--- src/rtl/alu4_seq_pkg.sv ---
`default_nettype none
// ============================================================================
// Module   : alu4_seq_pkg
// Brief    : Opcodes, FSM states and ALU control mapping for alu4_sequencer.
// Revision : 1.0
// ============================================================================
package alu4_seq_pkg;

   localparam logic [2:0] OP_NAND = 3'd0;
   localparam logic [2:0] OP_ADD  = 3'd1;
   localparam logic [2:0] OP_SUB  = 3'd2;
   localparam logic [2:0] OP_MUL  = 3'd3;

   typedef enum logic [1:0] {
      ST_IDLE     = 2'd0,
      ST_EXEC     = 2'd1,
      ST_MUL_ITER = 2'd2,
      ST_RESP     = 2'd3
   } state_t;

   // op_code0 selects the adder, op_code1 turns it into a subtractor
   typedef struct packed {
      logic op_code1;
      logic op_code0;
   } alu_ctrl_t;

   function automatic alu_ctrl_t alu_ctrl(input logic [2:0] op);
      alu_ctrl_t c;
      c.op_code0 = (op == OP_ADD) || (op == OP_SUB) || (op == OP_MUL);
      c.op_code1 = (op == OP_SUB);
      return c;
   endfunction

   function automatic logic op_legal(input logic [2:0] op);
      return op <= OP_MUL;
   endfunction

endpackage
`default_nettype wire

--- src/rtl/alu4_core.sv ---
`default_nettype none
// ============================================================================
// Module   : alu4_core
// Brief    : Combinational 4-bit NAND / ripple add / ripple subtract.
// Revision : 1.0
// ============================================================================
module alu4_core
   import alu4_seq_pkg::*;
(
   input  logic [3:0] a,
   input  logic [3:0] b,
   input  logic       op_code0,
   input  logic       op_code1,
   output logic [3:0] result,
   output logic       carry_out
);

   always_comb begin : p_alu
      logic [4:0] c;
      logic [3:0] bx;
      logic [3:0] sum;
      bx   = b ^ {4{op_code1}};
      c    = '0;
      sum  = '0;
      c[0] = op_code1;
      for (int i = 0; i < 4; i++) begin
         sum[i]   = a[i] ^ bx[i] ^ c[i];
         c[i+1]   = (a[i] & bx[i]) | (c[i] & (a[i] ^ bx[i]));
      end
      if (op_code0) begin
         result    = sum;
         carry_out = c[4];
      end else begin
         result    = ~(a & b);
         carry_out = 1'b0;
      end
   end

endmodule
`default_nettype wire

--- src/rtl/alu4_sequencer.sv ---
`default_nettype none
// ============================================================================
// Module   : alu4_sequencer
// Brief    : Multi-cycle command sequencer around alu4_core with accumulator
//            and shift-add multiply.
// Revision : 1.0
// ============================================================================
module alu4_sequencer
   import alu4_seq_pkg::*;
#(
   parameter int MUL_STEPS = 4
) (
   input  logic       clk,
   input  logic       rst_n,
   input  logic       cmd_valid,
   output logic       cmd_ready,
   input  logic [2:0] cmd_op,
   input  logic [3:0] cmd_a,
   input  logic [3:0] cmd_b,
   input  logic       cmd_use_acc,
   output logic       rsp_valid,
   input  logic       rsp_ready,
   output logic [3:0] rsp_result,
   output logic       rsp_zero,
   output logic       rsp_carry,
   output logic       rsp_err,
   output logic       busy
);

   localparam logic [1:0] LAST_STEP = 2'(MUL_STEPS - 1);

   state_t     state_q;
   logic [2:0] op_q;
   logic [3:0] a_q, b_q, acc_q, partial_q, res_q;
   logic [1:0] step_q;
   logic       ovf_q, zero_q, carry_q, err_q;
   logic       rsp_valid_q, cmd_ready_q, busy_q;

   logic       w_mul;
   alu_ctrl_t  w_ctrl;
   logic [3:0] w_core_a, w_core_b, w_core_res, w_shift_a, w_lost;
   logic       w_core_carry, w_take;
   logic [3:0] partial_d;
   logic       ovf_d;

   // During MUL the shared core adds the shifted multiplicand into the partial
   assign w_mul     = (state_q == ST_MUL_ITER);
   assign w_ctrl    = w_mul ? alu_ctrl(OP_ADD) : alu_ctrl(op_q);
   assign w_shift_a = a_q << step_q;
   assign w_lost    = a_q >> (3'd4 - {1'b0, step_q});
   assign w_take    = b_q[step_q];
   assign w_core_a  = w_mul ? partial_q : a_q;
   assign w_core_b  = w_mul ? w_shift_a : b_q;

   alu4_core u_core (
      .a         (w_core_a),
      .b         (w_core_b),
      .op_code0  (w_ctrl.op_code0),
      .op_code1  (w_ctrl.op_code1),
      .result    (w_core_res),
      .carry_out (w_core_carry)
   );

   assign partial_d = w_take ? w_core_res : partial_q;
   assign ovf_d     = ovf_q | (w_take & (w_core_carry | (w_lost != 4'd0)));

   always_ff @(posedge clk or negedge rst_n) begin
      if (!rst_n) begin
         state_q     <= ST_IDLE;
         op_q        <= '0;
         a_q         <= '0;
         b_q         <= '0;
         acc_q       <= '0;
         partial_q   <= '0;
         step_q      <= '0;
         ovf_q       <= 1'b0;
         res_q       <= '0;
         zero_q      <= 1'b0;
         carry_q     <= 1'b0;
         err_q       <= 1'b0;
         rsp_valid_q <= 1'b0;
         cmd_ready_q <= 1'b1;
         busy_q      <= 1'b0;
      end else begin
         case (state_q)
            ST_IDLE: begin
               if (cmd_valid) begin
                  op_q        <= cmd_op;
                  a_q         <= cmd_use_acc ? acc_q : cmd_a;
                  b_q         <= cmd_b;
                  cmd_ready_q <= 1'b0;
                  busy_q      <= 1'b1;
                  if (!op_legal(cmd_op)) begin
                     res_q       <= '0;
                     zero_q      <= 1'b1;
                     carry_q     <= 1'b0;
                     err_q       <= 1'b1;
                     rsp_valid_q <= 1'b1;
                     state_q     <= ST_RESP;
                  end else if (cmd_op == OP_MUL) begin
                     partial_q <= '0;
                     step_q    <= '0;
                     ovf_q     <= 1'b0;
                     state_q   <= ST_MUL_ITER;
                  end else begin
                     state_q <= ST_EXEC;
                  end
               end
            end
            ST_EXEC: begin
               res_q       <= w_core_res;
               zero_q      <= (w_core_res == 4'd0);
               carry_q     <= w_core_carry;
               err_q       <= 1'b0;
               acc_q       <= w_core_res;
               rsp_valid_q <= 1'b1;
               state_q     <= ST_RESP;
            end
            ST_MUL_ITER: begin
               partial_q <= partial_d;
               ovf_q     <= ovf_d;
               step_q    <= step_q + 2'd1;
               if (step_q == LAST_STEP) begin
                  res_q       <= partial_d;
                  zero_q      <= (partial_d == 4'd0);
                  carry_q     <= ovf_d;
                  err_q       <= 1'b0;
                  acc_q       <= partial_d;
                  rsp_valid_q <= 1'b1;
                  state_q     <= ST_RESP;
               end
            end
            ST_RESP: begin
               if (rsp_ready) begin
                  rsp_valid_q <= 1'b0;
                  cmd_ready_q <= 1'b1;
                  busy_q      <= 1'b0;
                  state_q     <= ST_IDLE;
               end
            end
            default: state_q <= ST_IDLE;
         endcase
      end
   end

   assign cmd_ready  = cmd_ready_q;
   assign rsp_valid  = rsp_valid_q;
   assign rsp_result = res_q;
   assign rsp_zero   = zero_q;
   assign rsp_carry  = carry_q;
   assign rsp_err    = err_q;
   assign busy       = busy_q;

endmodule
`default_nettype wire

--- config.mk ---
export PLATFORM = sky130hd
export DESIGN_NAME = alu4_sequencer
export DESIGN_NICKNAME = d
export VERILOG_FILES = /design/src/rtl/alu4_seq_pkg.sv /design/src/rtl/alu4_core.sv /design/src/rtl/alu4_sequencer.sv
export SDC_FILE = /design/constraint.sdc
export NUM_CORES = 1
export LEC_CHECK = 0
export ABC_CLOCK_PERIOD_IN_PS = 3600
export BUFFER_PORTS_ARGS = -buffer_cell sky130_fd_sc_hd__buf_2
export CAP_MARGIN = 20
export CORE_UTILIZATION = 40
export DETAILED_ROUTE_END_ITERATION = 10
export GPL_TIMING_DRIVEN = 0
export PLACE_DENSITY = 0.68
export SYNTH_ARGS = -nofsm -noshare
export SYNTH_HDL_FRONTEND = slang
export SYNTH_SLANG_ARGS = --single-unit
--- constraint.sdc ---
create_clock -name clk -period 3.6 [get_ports clk]
set_clock_uncertainty 0.15 [all_clocks]
set_input_delay 1.08 -clock clk [delete_from_list [all_inputs] [get_ports clk]]
set_output_delay 1.08 -clock clk [all_outputs]
set_load 0.02 [all_outputs]
==> Yosys cells after proc, flatten, opt, wreduce, memory -nomap -nowiden <==
Index checks and enable logic that the tools add are counted.
{ "word_totals": {"in_bits": 16, "out_inout_bits": 10, "elab_cells": 128, "register_bits": 34} }
{ "op_classes": {"n_addsub": 2, "reduce_logical": 17, "bitwise": 26, "shift": 2, "n_mux": 50, "eq_ne": 14, "magnitude_cmp": 2} }
{ "ops": {"columns": ["cell", "n"], "rows": [
  ["2-to-1 mux 4 bit", 11],
  ["2-to-1 mux 2 bit", 9],
  ["2-to-1 mux 1 bit", 17],
  ["one-hot mux 4 bit (2 select lines)", 2],
  ["one-hot mux 4 bit (3 select lines)", 1],
  ["AND reduction 4 bit", 3],
  ["!= test 2 bit, second input constant", 5],
  ["AND 1 bit", 9],
  ["equality test 3 x 2 -> 1 bit, second input constant", 3],
  ["one-hot mux 1 bit (3 select lines)", 3],
  ["zero test 4 bit", 2],
  ["one-hot mux 2 bit (4 select lines)", 1],
  ["XOR 1 bit", 8],
  ["equality test 2 bit, second input constant", 3],
  ["bitwise OR 1 bit", 6],
  ["one-hot mux 1 bit (2 select lines)", 3],
  ["AND reduction 3 bit", 2],
  ["nonzero test 2 bit", 3],
  ["AND 4 bit", 1],
  ["NOT 4 bit", 1],
  ["one-hot mux 1 bit (4 select lines)", 1],
  ["one-hot mux 2 bit (2 select lines)", 1],
  ["AND reduction 2 bit", 2],
  ["nonzero test 4 bit", 1],
  ["14 further kinds", 15]
]} }

==> Logic depth before layout (Yosys ltp) <==
{ "depth": {"depth_word": 20, "depth_mapped": 18, "depth_no_buf": 15} }

==> Hierarchy <==
A second synthesis with hierarchy kept.
{ "unflattened": {"cells_unflattened": 229, "hier_area_um2": 2138.3} }
{ "modules_own_cells": {"columns": ["mod", "area_each_um2", "seq_area_each_um2", "n_inst", "cells_each"], "rows": [
  ["alu4_sequencer", 1959.4, 852.1, 1, 209],
  ["alu4_core", 178.9, 0.0, 1, 20]
]} }

==> Worst setup path before layout <==
Ideal clock, no wire load.
{ "synth_timing": {"path_type": "reg2reg", "startpoint": "register state_q[0]", "endpoint": "register acc_q[3]", "setup_slack_ps": 72, "path_buffers": 1, "path_stages_with_launch": 15, "arrival_ps": 3253, "path_cell_list": "dfrtp_1 inv_1 ha_1 clkbuf_2 nor4b_1 mux2i_1 o21ai_0 fa_1 inv_1 fa_1 inv_1 fa_1 mux2i_1 o21ai_0 mux2_2"} }
{ "synth_via": {"elab_chain_cells": 15, "elab_cells_between_ends": 29} }
{ "synth_lines": {"columns": ["element", "line", "rtl"], "rows": [
  ["start, declared", "alu4_sequencer.sv:32", "state_t state_q;"],
  ["start signal, assigned", "alu4_sequencer.sv:69", "state_q <= ST_IDLE;"],
  ["start signal, assigned", "alu4_sequencer.sv:99", "state_q <= ST_RESP;"],
  ["start signal, assigned", "alu4_sequencer.sv:104", "state_q <= ST_MUL_ITER;"],
  ["equality test 2 bit", "alu4_sequencer.sv:47, alu4_sequencer.sv:85", null],
  ["2-to-1 mux 4 bit / 2-to-1 mux 2 bit (equally long branches)", "alu4_sequencer.sv:53, alu4_sequencer.sv:48", null],
  ["XOR 4 bit", "alu4_core.sv:22", "bx = b ^ {4{op_code1}};"],
  ["XOR 1 bit", "alu4_core.sv:28", "c[i+1] = (a[i] & bx[i]) | (c[i] & (a[i] ^ bx[i]));"],
  ["AND 1 bit", "alu4_core.sv:28", null],
  ["bitwise OR 1 bit", "alu4_core.sv:28", null],
  ["AND 1 bit", "alu4_core.sv:28", null],
  ["bitwise OR 1 bit", "alu4_core.sv:28", null],
  ["AND 1 bit", "alu4_core.sv:28", null],
  ["bitwise OR 1 bit", "alu4_core.sv:28", null],
  ["XOR 1 bit", "alu4_core.sv:27", "sum[i] = a[i] ^ bx[i] ^ c[i];"],
  ["2-to-1 mux 4 bit", "alu4_core.sv:30", "if (op_code0) begin"],
  ["2-to-1 mux 4 bit", "alu4_sequencer.sv:64", "assign partial_d = w_take ? w_core_res : partial_q;"],
  ["2-to-1 mux 4 bit", "alu4_sequencer.sv:123", "if (step_q == LAST_STEP) begin"],
  ["one-hot mux 4 bit (2 select lines)", "alu4_sequencer.sv:85", "case (state_q)"],
  ["end signal, assigned", "alu4_sequencer.sv:115", "acc_q <= w_core_res;"],
  ["end signal, assigned", "alu4_sequencer.sv:128", "acc_q <= partial_d;"],
  ["end, declared", "alu4_sequencer.sv:34", "logic [3:0] a_q, b_q, acc_q, partial_q, res_q;"]
]} }
Several ways; a longest one is shown, not always the timed one. The select of a mux whose other input is x is not followed.
A chain may end at the register's enable or synchronous reset.

==> Worst setup path in the final report <==
{ "layout_timing": {"startpoint": "register state_q[0]", "endpoint": "register zero_q, in the netlist rsp_zero"} }
{ "layout_via": {"elab_chain_cells": 16, "elab_cells_between_ends": 37} }
{ "layout_lines": {"columns": ["element", "line", "rtl"], "rows": [
  ["equality test 2 bit", "alu4_sequencer.sv:47, alu4_sequencer.sv:85", null],
  ["2-to-1 mux 4 bit / 2-to-1 mux 2 bit (equally long branches)", "alu4_sequencer.sv:53, alu4_sequencer.sv:48", null],
  ["XOR 4 bit", "alu4_core.sv:22", null],
  ["XOR 1 bit", "alu4_core.sv:27, alu4_core.sv:28", null],
  ["AND 1 bit", "alu4_core.sv:28", null],
  ["bitwise OR 1 bit", "alu4_core.sv:28", null],
  ["AND 1 bit", "alu4_core.sv:28", null],
  ["bitwise OR 1 bit", "alu4_core.sv:28", null],
  ["AND 1 bit", "alu4_core.sv:28", null],
  ["bitwise OR 1 bit", "alu4_core.sv:28", null],
  ["XOR 1 bit", "alu4_core.sv:27", null],
  ["2-to-1 mux 4 bit", "alu4_core.sv:30", null],
  ["2-to-1 mux 4 bit", "alu4_sequencer.sv:64", null],
  ["zero test 4 bit", "alu4_sequencer.sv:125", "zero_q <= (partial_d == 4'd0);"],
  ["2-to-1 mux 1 bit", "alu4_sequencer.sv:123", null],
  ["one-hot mux 1 bit (3 select lines)", "alu4_sequencer.sv:85", null],
  ["end signal, assigned", "alu4_sequencer.sv:112", "zero_q <= (w_core_res == 4'd0);"],
  ["end signal, assigned", "alu4_sequencer.sv:125", null],
  ["end, declared", "alu4_sequencer.sv:36", "logic ovf_q, zero_q, carry_q, err_q;"]
]} }
Several ways; a longest one is shown, not always the timed one. The select of a mux whose other input is x is not followed.

==> impl_metrics.tcl <==
set metrics [dict create \
    cts_tree "done" \
    rsz0062_at_grt "no" \
    drt_first_iter_violations 98 \
    clk_latency_ns 0.29 \
    viasPerCell 5.35 \
    hold_class "reg2reg" \
    syn_area_um2 2180 \
    antenna_found_initial 0 \
    vias 1803 \
    r2r_cells 15 \
    critical_path_class "reg2reg" \
    grt_use_met1 0.265 \
    avgRoutedWirePerCell_um 14.7 \
    start_util 0.421 \
    grt_usage 0.187 \
    finalNetCount 291 \
    cp_data_arrival_time_ns 3.45 \
    rows 26 \
    ant_nets 0 \
    tightest_slew_ns 0.758 \
    die-area_um2 5750 \
    power_frac_comb 0.637 \
    dp_hpwl_um 3630 \
    ys_warn_count 0 \
    yosysTopAreaCell "dfrtp_1" \
    antenna_cells 0 \
    synth_area_leaders "dfrtp_1 (38%), o21ai_0 (6.9%), mux2i_1 (6.4%)" \
    clock_power_share 0.119 \
    cp_max_fo 19 \
    max_cap_viol_count 0 \
    swShare 0.450 \
    io_buffers 24 \
    grt_pass1_wl_um 7940 \
    fmax_ghz 0.295 \
    syn_inst 230 \
    area_growth_syn_to_layout_pct 18.9 \
    slew_viol_final 0 \
    core_area_um2 5170 \
    irDropWorstVdd_uv 516 \
    period_needed_ns 3.39 \
    p_per_area_nw_per_um2 1120 \
    worstSetupEndpointType "register" \
    switching_power_mw 1.31 \
    power_frac_seq 0.244 \
    overflow 0 \
    tns_ns 0 \
    fin_cells 337 \
    yosysUniqueCellTypes 47 \
    drive_gt1_frac 0.262 \
    totalWireLength_um 4960 \
    internal_power_mw 1.60 \
    cts_buffers 5 \
    ys_ff_latch 34 \
    synth_top_area_frac 0.379 \
    grt_pass1_vias 1597 \
    critPathLaunchType "register" \
    num_io_pins 26 \
    fp.dieH_um 75.8 \
    clock_path_buffers 2 \
    fill_cells 479 \
    status "finished, final reports clean" \
    grtUsageMet2 0.280 \
    hold_buffers 0 \
    h-tree-depth 2 \
    grt_max_degree 35 \
    cts.clk_slew.worst_paths_ns 0.07 \
    drc_errors 0 \
    hold_viol 0 \
    cts_sinks 34 \
    first_pass_iters 4 \
    root_buffer "clkbuf_8" \
    relSlewSlack 0.495 \
    synth-seq-area-share 0.391 \
    hold-worst-slack_ns 0.324 \
    worstPathRequired_ns 3.66 \
    grtUsageMet3 0.0397 \
    gp_congestion 0.891 \
    min_path_cells 1 \
    timing.final.crit_share 0.943 \
    p_leak_nw 1.17 \
    post_synth.cell_area_avg_um2 9.48 \
    dp.cells 324 \
    busiest_layer "met2" \
    die_w_um 75.8 \
    syn_nets 255 \
    setup_viol 0 \
]
[synthesized netlist by cell type (all sizes together)]
| cell type | number |
|---|---|
| nor4b | 1 |
| inv | 13 |
| nand3 | 2 |
| clkbuf | 3 |
| nor3b | 1 |
| mux2 | 12 |
| a41oi | 1 |
| mux4 | 1 |
| a211oi | 1 |
| o21ai | 30 |
| o21bai | 2 |
| nor3 | 2 |
| fa | 3 |
| a22o | 3 |
| buf | 9 |
| nand2b | 2 |
| o2bb2ai | 3 |
| nor2 | 8 |
| xor2 | 1 |
| and4bb | 1 |
| xnor2 | 4 |
| nand4 | 2 |
| a31oi | 4 |
| a32oi | 1 |
| nor2b | 8 |
| ha | 6 |
| nand2 | 30 |
| o211ai | 5 |
| o22a | 1 |
| dfstp | 1 |
| a21o | 4 |
| o31ai | 1 |
| and3 | 1 |
| a21oi | 7 |
| and2 | 1 |
| or3 | 2 |
| a22oi | 4 |
| o21ba | 1 |
| dfrtp | 33 |
| mux2i | 14 |
| or2b | 1 |
[metrics by stage]
stage	area (um^2)	util	power (mW)	worst slack (ns)
after floorplan	2180	-	1.94	0.0724
after global placement	2390	0.462	2.31	-0.441
after detailed placement	2390	0.462	2.35	-0.485
after CTS	2530	0.490	2.78	0.0169
after global routing	2590	0.501	3.14	0.0219
final	2590	0.501	2.90	0.207
[worst paths after layout]
path	from	endpoint	slack, ns
setup / recovery	state_q[0]	rsp_zero	0.21
hold / removal	rsp_err	rsp_err	0.32
setup reg to reg	state_q[0]	rsp_zero	0.21
hold reg to reg	rsp_err	rsp_err	0.32
max in group asynchronous	rst_n	acc_q[2]	2.11
min in group asynchronous	rst_n	state_q[0]	0.71
[power by group through the flow]
stage          clock network, mW  registers, mW  logic, mW
6_report                   0.345          0.708       1.85
5_1_grt                    0.372          0.727       2.04
4_1_cts                    0.359          0.703       1.72
3_5_place_dp                   0          0.703       1.64
3_3_place_gp                   0          0.693       1.62
2_1_floorplan                  0          0.710       1.23
[worst max-delay path, stage by stage, from the launching register on]
cell and delay (ns):
dfrtp_1 0.40, inv_1 0.10, ha_1 0.17, buf_6 0.15, buf_12 0.16, mux2_2 0.36
fa_1 0.41, inv_1 0.07, fa_1 0.15, inv_1 0.05, fa_1 0.49, nor2_1 0.11
nand2_1 0.07, mux2i_2 0.18, o21ai_0 0.11, o211ai_1 0.17
[flip-flops by register name (all words and copies together), names as in the netlist]
register / flops
cmd_ready: 1
ovf_q: 1
acc_q: 4
rsp_zero: 1
step_q: 2
a_q: 4
op_q: 3
rsp_carry: 1
rsp_result: 4
b_q: 4
rsp_err: 1
busy: 1
partial_q: 4
rsp_valid: 1
state_q: 2
[cell type report]
type | instances | area (um^2) | share of cell area
inverter | 13 | 48.8 | 0.0188
multi-input combinational | 171 | 1240 | 0.480
clock buffer | 5 | 68.8 | 0.0266
buffer | 11 | 85.1 | 0.0328
tap | 70 | 87.6 | 0.0338
timing repair buffer | 30 | 165 | 0.0637
sequential | 34 | 852 | 0.329
clock inverter | 3 | 40.0 | 0.0155
[logic make-up (layout without fill, tap and decap cells)]
| kind of cell | after synthesis | count (layout) | share of synthesized area |
|---|---|---|---|
| AO/OA/AOI/OAI | 68 | 68 | 0.198 |
| XOR/XNOR | 5 | 5 | 0.0201 |
| adder cells (fa/ha/maj) | 9 | 9 | 0.0620 |
| buffers and inverters | 25 | 62 | 0.0505 |
| flip-flops | 34 | 34 | 0.391 |
| multiplexers | 27 | 27 | 0.137 |
| AND/OR/NAND/NOR | 62 | 62 | 0.142 |
[routing by layer]
| metal | vias up | wire length [um] |
|---|---|---|
| met4 | 0 | 97 |
| met3 | 8 | 277 |
| met5 | - | 0 |
| met1 | 848 | 2360 |
| met2 | 53 | 2220 |
| li1 | 894 | - |
[layout by cell type, fill, tap and decap left out, drive strengths merged, types with 4 or more instances in the layout]
cell,instances
o21ai,30
clkbuf,7
o211ai,5
dfrtp,33
mux2,12
xnor2,4
a31oi,4
ha,6
nand2,30
mux2i,14
a21o,4
nor2,8
inv,13
a21oi,7
nor2b,8
a22oi,4
buf,39
[timing repair]
action,CTS,global route
setup endpoints to repair,8,5
cloned,0,0
resized for setup,8,10
pin swaps,0,3
buffers inserted,1,5
Note: power is estimated with default switching activity, not from simulation.
